===== src/rtl/mem_dump_pkg.sv =====
// Shared types and constants for the memory-port dump sniffer.
// Signature addresses, record layout and end-of-run causes.
package mem_dump_pkg;

  localparam int ADDR_STOP_SIG           = 0;
  localparam int ADDR_IREG_DUMP_SIG      = 1;
  localparam int ADDR_REGSTREAM_DUMP_SIG = 2;

  localparam int  DUMP_ID_W   = 8;
  localparam logic KIND_IREG   = 1'b0;
  localparam logic KIND_STREAM = 1'b1;

  typedef struct packed {
    logic                 kind;
    logic [DUMP_ID_W-1:0] id;
    logic [63:0]          value;
    logic [63:0]          value_t0;
  } dump_rec_t;

  typedef enum logic [1:0] {
    CAUSE_NONE   = 2'd0,
    CAUSE_STOP   = 2'd1,
    CAUSE_SIMLEN = 2'd2
  } done_cause_e;

endpackage


===== src/rtl/dump_rec_fifo.sv =====
// First-word-fall-through record FIFO; a push into a full FIFO is
// accepted when a pop happens at the same edge.
module dump_rec_fifo
  import mem_dump_pkg::*;
#(
  parameter int  DEPTH = 8,
  parameter type rec_t = dump_rec_t
) (
  input  logic clk,
  input  logic rst,
  input  logic push,
  input  rec_t wr_data,
  input  logic pop,
  output rec_t rd_data,
  output logic empty,
  output logic full
);

  localparam int AW = $clog2(DEPTH);

  rec_t           mem [DEPTH];
  logic [AW-1:0]  wr_ptr, rd_ptr;
  logic [AW:0]    count;
  logic           do_push, do_pop;

  assign empty   = (count == '0);
  assign full    = (count == (AW+1)'(DEPTH));
  assign do_pop  = pop & ~empty;
  assign do_push = push & (~full | do_pop);
  assign rd_data = mem[rd_ptr];

  always_ff @(posedge clk) begin
    if (do_push) mem[wr_ptr] <= wr_data;
  end

  // Depth is a power of two, so the pointers wrap naturally.
  always_ff @(posedge clk) begin
    if (rst) begin
      wr_ptr <= '0;
      rd_ptr <= '0;
      count  <= '0;
    end else begin
      if (do_push) wr_ptr <= wr_ptr + AW'(1);
      if (do_pop)  rd_ptr <= rd_ptr + AW'(1);
      case ({do_push, do_pop})
        2'b10:   count <= count + (AW+1)'(1);
        2'b01:   count <= count - (AW+1)'(1);
        default: count <= count;
      endcase
    end
  end

endmodule


===== src/rtl/mem_dump_sniffer.sv =====
// Observer on the SoC memory port: queues ireg/regstream dump records
// and raises the end-of-run indication (stop drain or cycle limit).
module mem_dump_sniffer
  import mem_dump_pkg::*;
#(
  parameter int ADDR_W     = 21,
  parameter int DATA_W     = 128,
  parameter int FIFO_DEPTH = 8,
  parameter int STOP_DRAIN = 50,
  parameter int ID_W       = 8
) (
  input  logic              clk_i,
  input  logic              rst_i,
  input  logic              mem_req_i,
  input  logic              mem_we_i,
  input  logic [ADDR_W-1:0] mem_addr_i,
  input  logic [DATA_W-1:0] mem_wdata_i,
  input  logic [DATA_W-1:0] mem_wdata_t0_i,
  input  logic [31:0]       simlen_i,
  output logic              rec_valid_o,
  input  logic              rec_ready_i,
  output logic              rec_kind_o,
  output logic [ID_W-1:0]   rec_id_o,
  output logic [63:0]       rec_value_o,
  output logic [63:0]       rec_value_t0_o,
  output logic              overflow_o,
  output logic              done_o,
  output logic [1:0]        done_cause_o
);

  typedef struct packed {
    logic            kind;
    logic [ID_W-1:0] id;
    logic [63:0]     value;
    logic [63:0]     value_t0;
  } rec_t;

  localparam logic [1:0] ST_RUN   = 2'd0;
  localparam logic [1:0] ST_DRAIN = 2'd1;
  localparam logic [1:0] ST_DONE  = 2'd2;
  localparam int DRN_W = (STOP_DRAIN < 1) ? 1 : $clog2(STOP_DRAIN + 1);

  logic [1:0]       state;
  logic [DRN_W-1:0] drain_cnt;
  logic [31:0]      step;
  logic [ID_W-1:0]  ireg_id, strm_id;
  done_cause_e      cause;
  logic             overflow;

  logic beat, is_stop, is_ireg, is_strm, push, pop, simlen_hit;
  logic fifo_empty, fifo_full;
  rec_t wr_rec, rd_rec;

  // Only the low 64 bits of data/taint are recorded.
  logic unused_hi;
  assign unused_hi = ^{mem_wdata_i[DATA_W-1:64], mem_wdata_t0_i[DATA_W-1:64]};

  assign beat    = mem_req_i & mem_we_i & (state == ST_RUN);
  assign is_stop = beat & (mem_addr_i == ADDR_W'(ADDR_STOP_SIG));
  assign is_ireg = beat & (mem_addr_i == ADDR_W'(ADDR_IREG_DUMP_SIG));
  assign is_strm = beat & (mem_addr_i == ADDR_W'(ADDR_REGSTREAM_DUMP_SIG));
  assign push    = is_ireg | is_strm;
  assign pop     = rec_valid_o & rec_ready_i;

  assign simlen_hit = (state != ST_DONE) && (simlen_i != 32'd0) &&
                      (step == simlen_i - 32'd1);

  always_comb begin
    wr_rec          = '0;
    wr_rec.kind     = is_strm ? KIND_STREAM : KIND_IREG;
    wr_rec.id       = is_strm ? strm_id : ireg_id;
    wr_rec.value    = mem_wdata_i[63:0];
    wr_rec.value_t0 = mem_wdata_t0_i[63:0];
  end

  dump_rec_fifo #(
    .DEPTH (FIFO_DEPTH),
    .rec_t (rec_t)
  ) u_fifo (
    .clk     (clk_i),
    .rst     (rst_i),
    .push    (push),
    .wr_data (wr_rec),
    .pop     (pop),
    .rd_data (rd_rec),
    .empty   (fifo_empty),
    .full    (fifo_full)
  );

  always_ff @(posedge clk_i) begin
    if (rst_i) begin
      state     <= ST_RUN;
      drain_cnt <= '0;
      step      <= '0;
      ireg_id   <= ID_W'(1);
      strm_id   <= '0;
      cause     <= CAUSE_NONE;
      overflow  <= 1'b0;
    end else begin
      // Ids advance even when the record is dropped so gaps show downstream.
      if (is_ireg) ireg_id <= ireg_id + ID_W'(1);
      if (is_strm) strm_id <= strm_id + ID_W'(1);
      if (push & fifo_full & ~pop) overflow <= 1'b1;
      if (state != ST_DONE) step <= step + 32'd1;

      if (simlen_hit) begin
        state <= ST_DONE;
        cause <= CAUSE_SIMLEN;
      end else if (is_stop) begin
        state     <= ST_DRAIN;
        drain_cnt <= DRN_W'(STOP_DRAIN);
      end else if (state == ST_DRAIN) begin
        if (drain_cnt == '0) begin
          state <= ST_DONE;
          cause <= CAUSE_STOP;
        end else begin
          drain_cnt <= drain_cnt - DRN_W'(1);
        end
      end
    end
  end

  assign rec_valid_o    = ~fifo_empty;
  assign rec_kind_o     = rec_valid_o & rd_rec.kind;
  assign rec_id_o       = rec_valid_o ? rd_rec.id : '0;
  assign rec_value_o    = rec_valid_o ? rd_rec.value : '0;
  assign rec_value_t0_o = rec_valid_o ? rd_rec.value_t0 : '0;
  assign overflow_o     = overflow;
  assign done_o         = (state == ST_DONE);
  assign done_cause_o   = cause;

endmodule


===== config.mk =====
export PLATFORM = sky130hd
export DESIGN_NAME = mem_dump_sniffer
export DESIGN_NICKNAME = d
export VERILOG_FILES = /design/src/rtl/mem_dump_pkg.sv /design/src/rtl/dump_rec_fifo.sv /design/src/rtl/mem_dump_sniffer.sv
export SDC_FILE = /design/constraint.sdc
export NUM_CORES = 1
export LEC_CHECK = 0
export BUFFER_PORTS_ARGS = -buffer_cell sky130_fd_sc_hd__buf_2
export CORE_MARGIN = 3
export CORE_UTILIZATION = 35
export CTS_CLUSTER_DIAMETER = 30
export DETAILED_ROUTE_END_ITERATION = 8
export GPL_ROUTABILITY_DRIVEN = 0
export PLACE_DENSITY = 0.61
export SYNTH_ARGS = -nofsm -noshare
export SYNTH_HDL_FRONTEND = slang
export SYNTH_SLANG_ARGS = --single-unit

===== constraint.sdc =====
create_clock -name clk_i -period 25.8 [get_ports clk_i]
set_clock_uncertainty 0.1 [all_clocks]
set_input_delay 2.58 -clock clk_i [delete_from_list [all_inputs] [get_ports clk_i]]
set_output_delay 2.58 -clock clk_i [all_outputs]
set_load 0.03 [all_outputs]

-- Word level (Yosys, flattened, before mapping)
Memories as Yosys holds them, arrays and structs flattened. A register that Yosys moved wholly into a read port is not among the register bits.
Cells that the tools add are included.
- flip-flop bits (word level): 69
- RAM bits: 1096
- word-level logic and storage cells: 92
- memories kept: 1
- memory list (memory ; words ; width ; read ports ; clocked after memory_dff ; write ports ; RTL line ; RTL):
    u_fifo.mem ; 8 ; 137 ; 1 ; 1 ; 1 ; dump_rec_fifo.sv:21 ; rec_t mem [DEPTH];
- add/sub/neg operators: 9
- equality and inequality tests: 11
- mux-type cells: 21
- bitwise operators: 18
- reduce and logical (&&, ||, !) cells: 20
- operator list (operator ; number):
    $mux 64 ; 2
    $add 32x1->32 const B ; 1
    $eq 32x32->1 ; 1
    $reduce_bool 32->1 ; 1
    $sub 32x1->32 const B ; 1
    $eq 21x1->1 const B ; 1
    $eq 21x2->1 const B ; 1
    $logic_not 21->1 ; 1
    $mux 6 ; 3
    $add 8x1->8 const B ; 2
    $mux 2 ; 8
    $mux 8 ; 2
    $and 1x1->1 ; 11
    $reduce_bool 2->1 ; 5
    $reduce_and 3->1 ; 3
    $pmux 4 s2 ; 1
    $add 3x1->3 const B ; 2
    $logic_not 6->1 ; 1
    $mux 3 ; 2
    $reduce_bool 3->1 ; 2
    $sub 6x1->6 const B ; 1
    $not 1->1 ; 5
    $add 4x1->4 const B ; 1
    $eq 2x1->1 const B ; 2
    12 further kinds ; 19

-- Depth between registers and ports, before layout
Gate-level depths: netlist of the first run.
- depth after elaboration: 8
- mapped depth: 12
- depth with buffers taken out: 12

-- Cells and area by module
Synthesis of the first run repeated with hierarchy kept, for this count alone.
- cells, all modules: 2320
- area, all modules: 46803.6 um^2
- by module, submodules not included (module ; times used ; cells an instance ; area an instance (um^2)):
    dump_rec_fifo ; 1 ; 1666 ; 41853.9
    mem_dump_sniffer ; 1 ; 654 ; 4949.7

-- Worst setup path after synthesis of the first run
No wires, ideal clock.
- path type: input -> register
- from: in mem_addr_i[14]
- to: mem u_fifo.mem[0][0] (netlist bit), enable pin
- setup time: 801 ps
- arrival: 13760 ps
- slack: 11139 ps
- stages on the path: 6
- path buffers: 0
- cells stage by stage: nor4_1 > nand4_1 > nor4_1 > o21bai_1 > or2_2 > nor3_1
- longest elaborated chain between the ends: 6
- elaborated cells between the ends (all ways): 8
- those cells by class: eq/ne: 2; mux: 2; bitwise: 4
- RTL lines (element ; RTL line ; RTL):
    start, declared ; mem_dump_sniffer.sv:16 ; input logic [ADDR_W-1:0] mem_addr_i,
    $eq 21x1->1 or $eq 21x2->1 (tied branches) ; mem_dump_sniffer.sv:60, mem_dump_sniffer.sv:61 ;
    $and 1x1->1, on equally long branches ; mem_dump_sniffer.sv:60, mem_dump_sniffer.sv:61 ;
    $or 1x1->1 (*) ; mem_dump_sniffer.sv:62 ; assign push = is_ireg | is_strm;
    $and 1x1->1 (*) ; dump_rec_fifo.sv:29 ; assign do_push = push & (~full | do_pop);
    $mux 1 (*) ; dump_rec_fifo.sv:33 ; if (do_push) mem[wr_ptr] <= wr_data;
    $mux 1 (implied by the code) (*) ; dump_rec_fifo.sv:33 ;
    end, declared ; dump_rec_fifo.sv:21 ;
Mark *: on every way between the ends. The rest lies on a longest branch, timed or not.

==> summary.md, run 1 <==
| Metric | Value |
|---|---|
| Core area | `130,000 µm²` |
| Avg Inst Size Synth | `19.9 µm²` |
| Share of cells above drive strength 1 | `35.8%` |
| # resized after CTS | `0` |
| Vias/cell | `4.95` |
| Main combinational cell family by area after synthesis | `multiplexers` |
| Setup slack on the worst flop-to-flop path | `21.09 ns` |
| Layout Nets | `3,127` |
| FFs w/ async S/R, synth | `0%` |
| Xor and xnor area share after synthesis | `1.60%` |
| Initial antenna violation count | `15` |
| Synth Area in Simple Gates | `4.18%` |
| Clock Root Buffer | `clkbuf_16` |
| Startpoint types | `flip-flop` |
| Die Span Y | `368 µm` |
| Number of global-route vias before repair | `25,300` |
| Mux share of post-synthesis cell area | `16.8%` |
| Critical path fanouts, max | `46` |
| FF-to-FF End | `u_fifo.mem[7][126]` |
| WL/cell | `21.4 µm` |
| CP Data Required Time | `23.12 ns` |
| Data arrival time of the worst path | `5.08 ns` |
| R2R depth | `10` |
| Synth Flop Type | `edfxtp_1` |
| DIE WIDTH | `368 µm` |
| Mapped cell area | `45,900 µm²` |
| Max-cap violation count | `0` |
| Die Footprint | `136,000 µm²` |
| Num CTS Buffers | `235` |
| Maximum VDD drop | `0.0651 mV` |
| Cells after DPL | `4,307` |
| Area contributors post-synth | `edfxtp_1 72%, mux4_2 13%, dfxtp_1 3.1%` |
| Post-synth EDFFs | `1,096` |
| 1st-pass router iterations | `5` |
| Total power | `5.10 mW` |
| Relative slew slack | `32.4%` |
| Hold path cells | `2` |
| Synth Instances | `2,302` |
| Worst-skew pair later-pin latency | `0.83 ns` |
| H-tree depth | `4` |
| GRT Util Overall | `15.0%` |
| Outcome | `finished, final reports clean` |
| Post-Synth Adder-Cell Area | `0.316%` |
| Hold path startpoint | `overflow_o` |
| DP Wirelength | `55,100 µm` |
| First-pass GRT wire length | `154,000 µm` |
| Synth Net Count | `2,627` |
| Buffers on Ports | `327` |
| Period utilization | `30.1%` |
| Max-slew violation count | `0` |
| Largest net degree at the start of global routing | `101` |
| Final wirelength | `102,000 µm` |
| Setup tns final | `0 ns` |
| Setup violators final | `0` |
| Drt drc | `0` |
| Yosys warnings | `0` |
| Syn-to-layout area delta | `26.1%` |
| Compound-Gate Fraction of Synth Area | `1.18%` |
| GRT overflow | `0` |
| CTS Sinks | `1,168` |
| Cts hold-fix bufs | `0` |
| Reg2reg start | `state[1]` |
| Area share of the largest cell type after synthesis | `71.7%` |
| Post-CTS Setup Bufs | `0` |
| Critical path type | `flip-flop to output port` |
| Rows | `132` |
| CTS max path bufs | `3` |
| Unique masters post-synth | `66` |
| Endpoints failing hold | `0` |
| Power Density | `88.0 nW/µm²` |
| Non-filler cells in the finished layout | `4,758` |
| HP Class | `flip-flop to flip-flop` |
| Tightest Pin Transition | `1.00 ns` |
| Max Fclk | `0.129 GHz` |
| CTS tree | `built` |
| Worst Hold Path EP | `overflow_o` |
| Pleak | `18.8 nW` |
| Period minus WS final | `7.76 ns` |
| Synth Register Bits | `1,168` |
| RSZ-0062 raised after global routing | `no` |
| Area leader, netlist | `edfxtp_1` |
| I/O pins | `456` |
| Antenna Nets Post-Route | `0` |
| DR vias | `23,500` |
| First DRT Iteration DRCs | `1,717` |
| Initial Util | `35.4%` |
| Final Hold Slack | `0.345 ns` |
| Crit end category | `output port` |
| Sequential fraction of the synthesis area | `74.8%` |
| Reg clk slew, reported paths | `0.04 ns` |
==> through the flow <==
stage	instance area [µm²]	setup slack [ns]	util, %
final	57900	18.04	44.6
after global routing	57800	17.40	44.6
after CTS	57800	17.68	44.6
after detailed placement	49700	18.56	38.3
after global placement	49700	18.53	38.3
after floorplan	45900	11.14	-
==> cells by family after synthesis <==
logic type               Yosys count
AO/OA/AOI/OAI                     80
XOR/XNOR                          84
adder cells (fa/ha/maj)           11
buffers and inverters            132
flip-flops                      1168
multiplexers                     426
AND/OR/NAND/NOR                  401
==> Yosys cell counts, drive strengths merged, types with 21 or more instances <==
| cell | count |
|---|---|
| edfxtp | 1096 |
| mux4 | 274 |
| nor2 | 221 |
| mux2i | 144 |
| dfxtp | 72 |
| clkbuf | 69 |
| xnor2 | 43 |
| buf | 42 |
| xor2 | 41 |
| nand2 | 39 |
| a21oi | 23 |
| nor4 | 23 |
| inv | 21 |
==> where the power goes <==
part / internal [mW] / leakage, nW / switching [mW]
Clock: 1.95 / 3.84 / 1.03
Combinational: 0.0159 / 4.55 / 0.0321
Sequential: 2.07 / 10.4 / 0.000634
==> state kept, by name (all words and copies together), names as in the netlist, named ones only <==
register and cells:
u_fifo.rd_ptr 3, u_fifo.mem 1096, drain_cnt 6, step 32, u_fifo.wr_ptr 3, done_cause_o 2
ireg_id 8, overflow_o 1, u_fifo.count 4, state 2, strm_id 8
==> layout by cell type (no fill, tap or decap), types with 28 or more instances in the layout <==
| cell type | Yosys | final |
|---|---|---|
| xnor2_1 | 43 | 43 |
| edfxtp_1 | 1096 | 1096 |
| clkinv_2 | 0 | 40 |
| xor2_1 | 41 | 41 |
| nand2_1 | 39 | 39 |
| clkinv_1 | 0 | 28 |
| mux4_2 | 274 | 274 |
| clkbuf_16 | 0 | 236 |
| clkinvlp_4 | 0 | 36 |
| dfxtp_1 | 72 | 69 |
| buf_4 | 0 | 46 |
| mux2i_1 | 144 | 144 |
| buf_2 | 2 | 327 |
| nor2_1 | 221 | 215 |
==> per-layer routing <==
| layer | part of all wire (%) | up-vias | GRT usage (%) |
|---|---|---|---|
| met5 | 0.033 | - | 0 |
| met4 | 2.1 | 6 | 4.98 |
| met1 | 43 | 12300 | 19.8 |
| met2 | 49 | 635 | 24.5 |
| met3 | 5.8 | 167 | 3.75 |
| li1 | - | 10500 | - |
==> critical path, stage by stage (launching register included) <==
cell and delay, ns:
dfxtp_4 0.67, buf_4 0.79, buf_4 0.86, buf_4 0.82, mux4_2 0.59, mux2i_1 0.18, nor2_1 0.08, buf_2 0.22
==> worst max path at each step <==
stage	slack, ns	start	depth (start not counted)	to
final	18.04	flip-flop	7	rec_value_o[22]
after global routing	17.40	flip-flop	7	rec_value_o[15]
after CTS	17.68	flip-flop	7	rec_value_o[15]
after detailed placement	18.56	flip-flop	7	rec_value_o[15]
after global placement	18.53	flip-flop	7	rec_value_o[15]
after floorplan	11.14	mem_addr_i[14]	6	u_fifo.mem[0][0]
==> final cells by class <==
class	count	area, µm²
multi-input combinational	1002	11100
fill	11200	71900
antenna	10	25.0
timing repair buffer	374	2000
clock inverter	183	2100
clock buffer	258	6000
tap	1742	2180
inverter	21	78.8
sequential	1168	34400
(Power assumes the default switching activity.)
==> run 2: changes to the inputs <==
==> constraint.sdc (replaced) <==
create_clock -name clk_i -period 7.55 [get_ports clk_i]
set_clock_uncertainty 0.1 [all_clocks]
set_input_delay 0.755 -clock clk_i [delete_from_list [all_inputs] [get_ports clk_i]]
set_output_delay 0.755 -clock clk_i [all_outputs]
set_load 0.03 [all_outputs]
==> run 2 against run 1 <==
  * Power rose to 3.4 times the previous value
  * Sequential power rose to 3.4 times the previous value
  * Critical path type unchanged
  * Core utilization grew 0.17 points
  * Largest cell class unchanged
  * Largest power group unchanged
  * Hold slack got worse by 0.25 ns
  * Global-route usage increased by 0.12 points
  * Die area is the same
==> summary.md, run 2 (same netlist as run 1, synthesis figures left out) <==
| Metric | Value |
|---|---|
| Dpl ws | `2.84 ns` |
| Setup ws final | `2.94 ns` |
| Setup violators final | `0` |
| Commonest non-fill, non-tap cell in the layout | `edfxtp_1` |
| DIE WIDTH | `368 µm` |
| Layout Nets | `3,118` |
| Number of global-route vias before repair | `25,100` |
| DP Wirelength | `53,600 µm` |
| Die Footprint | `136,000 µm²` |
| Cell mode on critical path | `buf_12` |
| Initial Util | `35.4%` |
| Setup slack on the worst flop-to-flop path | `3.39 ns` |
| Drt drc | `0` |
| Tightest Pin Transition | `1.21 ns` |
| Power Density | `302 nW/µm²` |
| Buffers on Ports | `327` |
| Worst Hold Path EP | `u_fifo.mem[7][48]` |
| RSZ-0062 raised after global routing | `no` |
| Total power | `17.6 mW` |
| Reg clk slew, reported paths | `0.06 ns` |
| Post-CTS Setup Bufs | `0` |
| Critical path fanouts, max | `84` |
| CP Data Required Time | `6.69 ns` |
| CTS tree | `built` |
| Final Hold Slack | `0.0947 ns` |
| Critical path type | `flip-flop to output port` |
| Design Area, Final | `58,100 µm²` |
| Slowest-stage cell, CP | `dfxtp_4` |
| Data arrival time of the worst path | `3.76 ns` |
| Endpoints failing hold | `0` |
| Most frequent cells in the layout | `1,096 x edfxtp_1, 327 x buf_2, 274 x mux4_2, 226 x clkbuf_16, 215 x nor2_1` |
| Max-slew violation count | `0` |
| Initial antenna violation count | `16` |
| Num CTS Buffers | `226` |
| 1st-pass router iterations | `5` |
| CTS max path bufs | `3` |
| Relative slew slack | `19.4%` |
| Cell breakdown of the critical path | `buf_12 > buf_12 > mux4_2 > mux2i_1 > nor2_1 > buf_2` |
| Pleak | `18.9 nW` |
| CTS Sinks | `1,168` |
| Hold path startpoint | `mem_wdata_t0_i[48]` |
| DR vias | `23,500` |
| Worst-skew pair later-pin latency | `0.84 ns` |
| HP Class | `input port to flip-flop` |
| Period minus WS final | `4.61 ns` |
| Maximum VDD drop | `0.193 mV` |
| Slowest cell delay on critical path | `0.70 ns` |
| Syn-to-layout area delta | `26.6%` |
| Cell Area, Placed | `49,900 µm²` |
| Share of cells above drive strength 1 | `35.3%` |
| Reg2reg start | `state[1]` |
| First DRT Iteration DRCs | `1,815` |
| WL/cell | `21.6 µm` |
| FF-to-FF End | `u_fifo.mem[7][61]` |
| Hold path cells | `1` |
| GRT overflow | `0` |
| Number of flip-flops in the largest register | `1,096` |
| R2R depth | `10` |
| Crit end category | `output port` |
| Biggest regs | `u_fifo.mem: 1096 flops, step: 32 flops` |
| Final wirelength | `103,000 µm` |
| GRT Util Overall | `15.2%` |
| Max Fclk | `0.217 GHz` |
| Period utilization | `61.1%` |
| Clock Root Buffer | `clkbuf_16` |
| Vias/cell | `4.96` |
| Max-cap violation count | `0` |
| Fillers | `11,100` |
| First-pass GRT wire length | `155,000 µm` |
| Outcome | `finished, final reports clean` |
| Largest net degree at the start of global routing | `148` |
| Die Span Y | `368 µm` |
| H-tree depth | `4` |
| Rows | `132` |
| I/O pins | `456` |
| Antenna Nets Post-Route | `0` |
| Core area | `130,000 µm²` |
| Largest reg by FF count | `u_fifo.mem` |
| Startpoint types | `flip-flop` |
-- run 2: changes by cell type in the layout (fill, tap and decap cells not counted), sizes merged --
cell	previous run	this run
inv	35	46
clkinvlp	36	28
clkbuf	258	242
buf	374	363
diode	10	8
bufinv	26	37
dlygate4sd3	0	11
clkinv	107	97
-- run 2: worst max-delay path, delay by kind of cell (launching register included) --
family,cells,cell delay (ns)
muxes,2,0.92
and+or+nand+nor,1,0.07
buffers and inverters,3,1.10
DFF,1,0.70
-- run 2: final cells by class --
class | count | area (µm²) | area share [%]
Clock inverter | 187 | 2380 | 4.09
Multi-Input combinational cell | 1002 | 11100 | 19.2
Sequential cell | 1168 | 34400 | 59.2
Timing Repair Buffer | 374 | 2220 | 3.82
Clock buffer | 242 | 5730 | 9.86
Inverter | 21 | 78.8 | 0.136
Antenna cell | 8 | 20.0 | 0.0345
Tap cell | 1742 | 2180 | 3.75
-- run 2: through the flow --
stage | std cells | setup TNS, ns | util [%]
global route | 4739 | 0 | 44.7
floorplan | 2302 | -584.44 | -
detailed placement | 4296 | 0 | 38.4
global placement | 4296 | 0 | 38.4
finish | 4744 | 0 | 44.8
CTS | 4736 | 0 | 44.7
-- run 2: metal layers --
layer | wire length (µm) | global-route usage (%)
met1 | 45100 | 20.5
met2 | 49800 | 24.1
met3 | 5730 | 3.84
met4 | 2020 | 4.94
met5 | 41 | 0
-- run 2: repair_timing --
| item | 4_1_cts | 5_1_grt |
|---|---|---|
| resized for setup | 0 | 0 |
| hold endpoints to repair | 63 | 0 |
| hold buffers | 11 | 0 |
-- run 2: how the worst max path moves through the flow --
stage	cells after the start	slack, ns	start	end
floorplan	6	-1.59	mem_addr_i[14]	u_fifo.mem[1][0]
global placement	11	2.89	simlen_i[0]	drain_cnt[0]
detailed placement	11	2.84	simlen_i[0]	drain_cnt[0]
CTS	6	2.63	flip-flop	rec_value_t0_o[9]
global route	6	2.57	flip-flop	rec_value_t0_o[9]
finish	6	2.94	flip-flop	rec_value_t0_o[9]
-- run 2: report_power, final --
part	switching, mW	internal [mW]
clock network	3.49	6.82
registers	0.00229	7.08
logic	0.112	0.0579
total	3.61	14.0
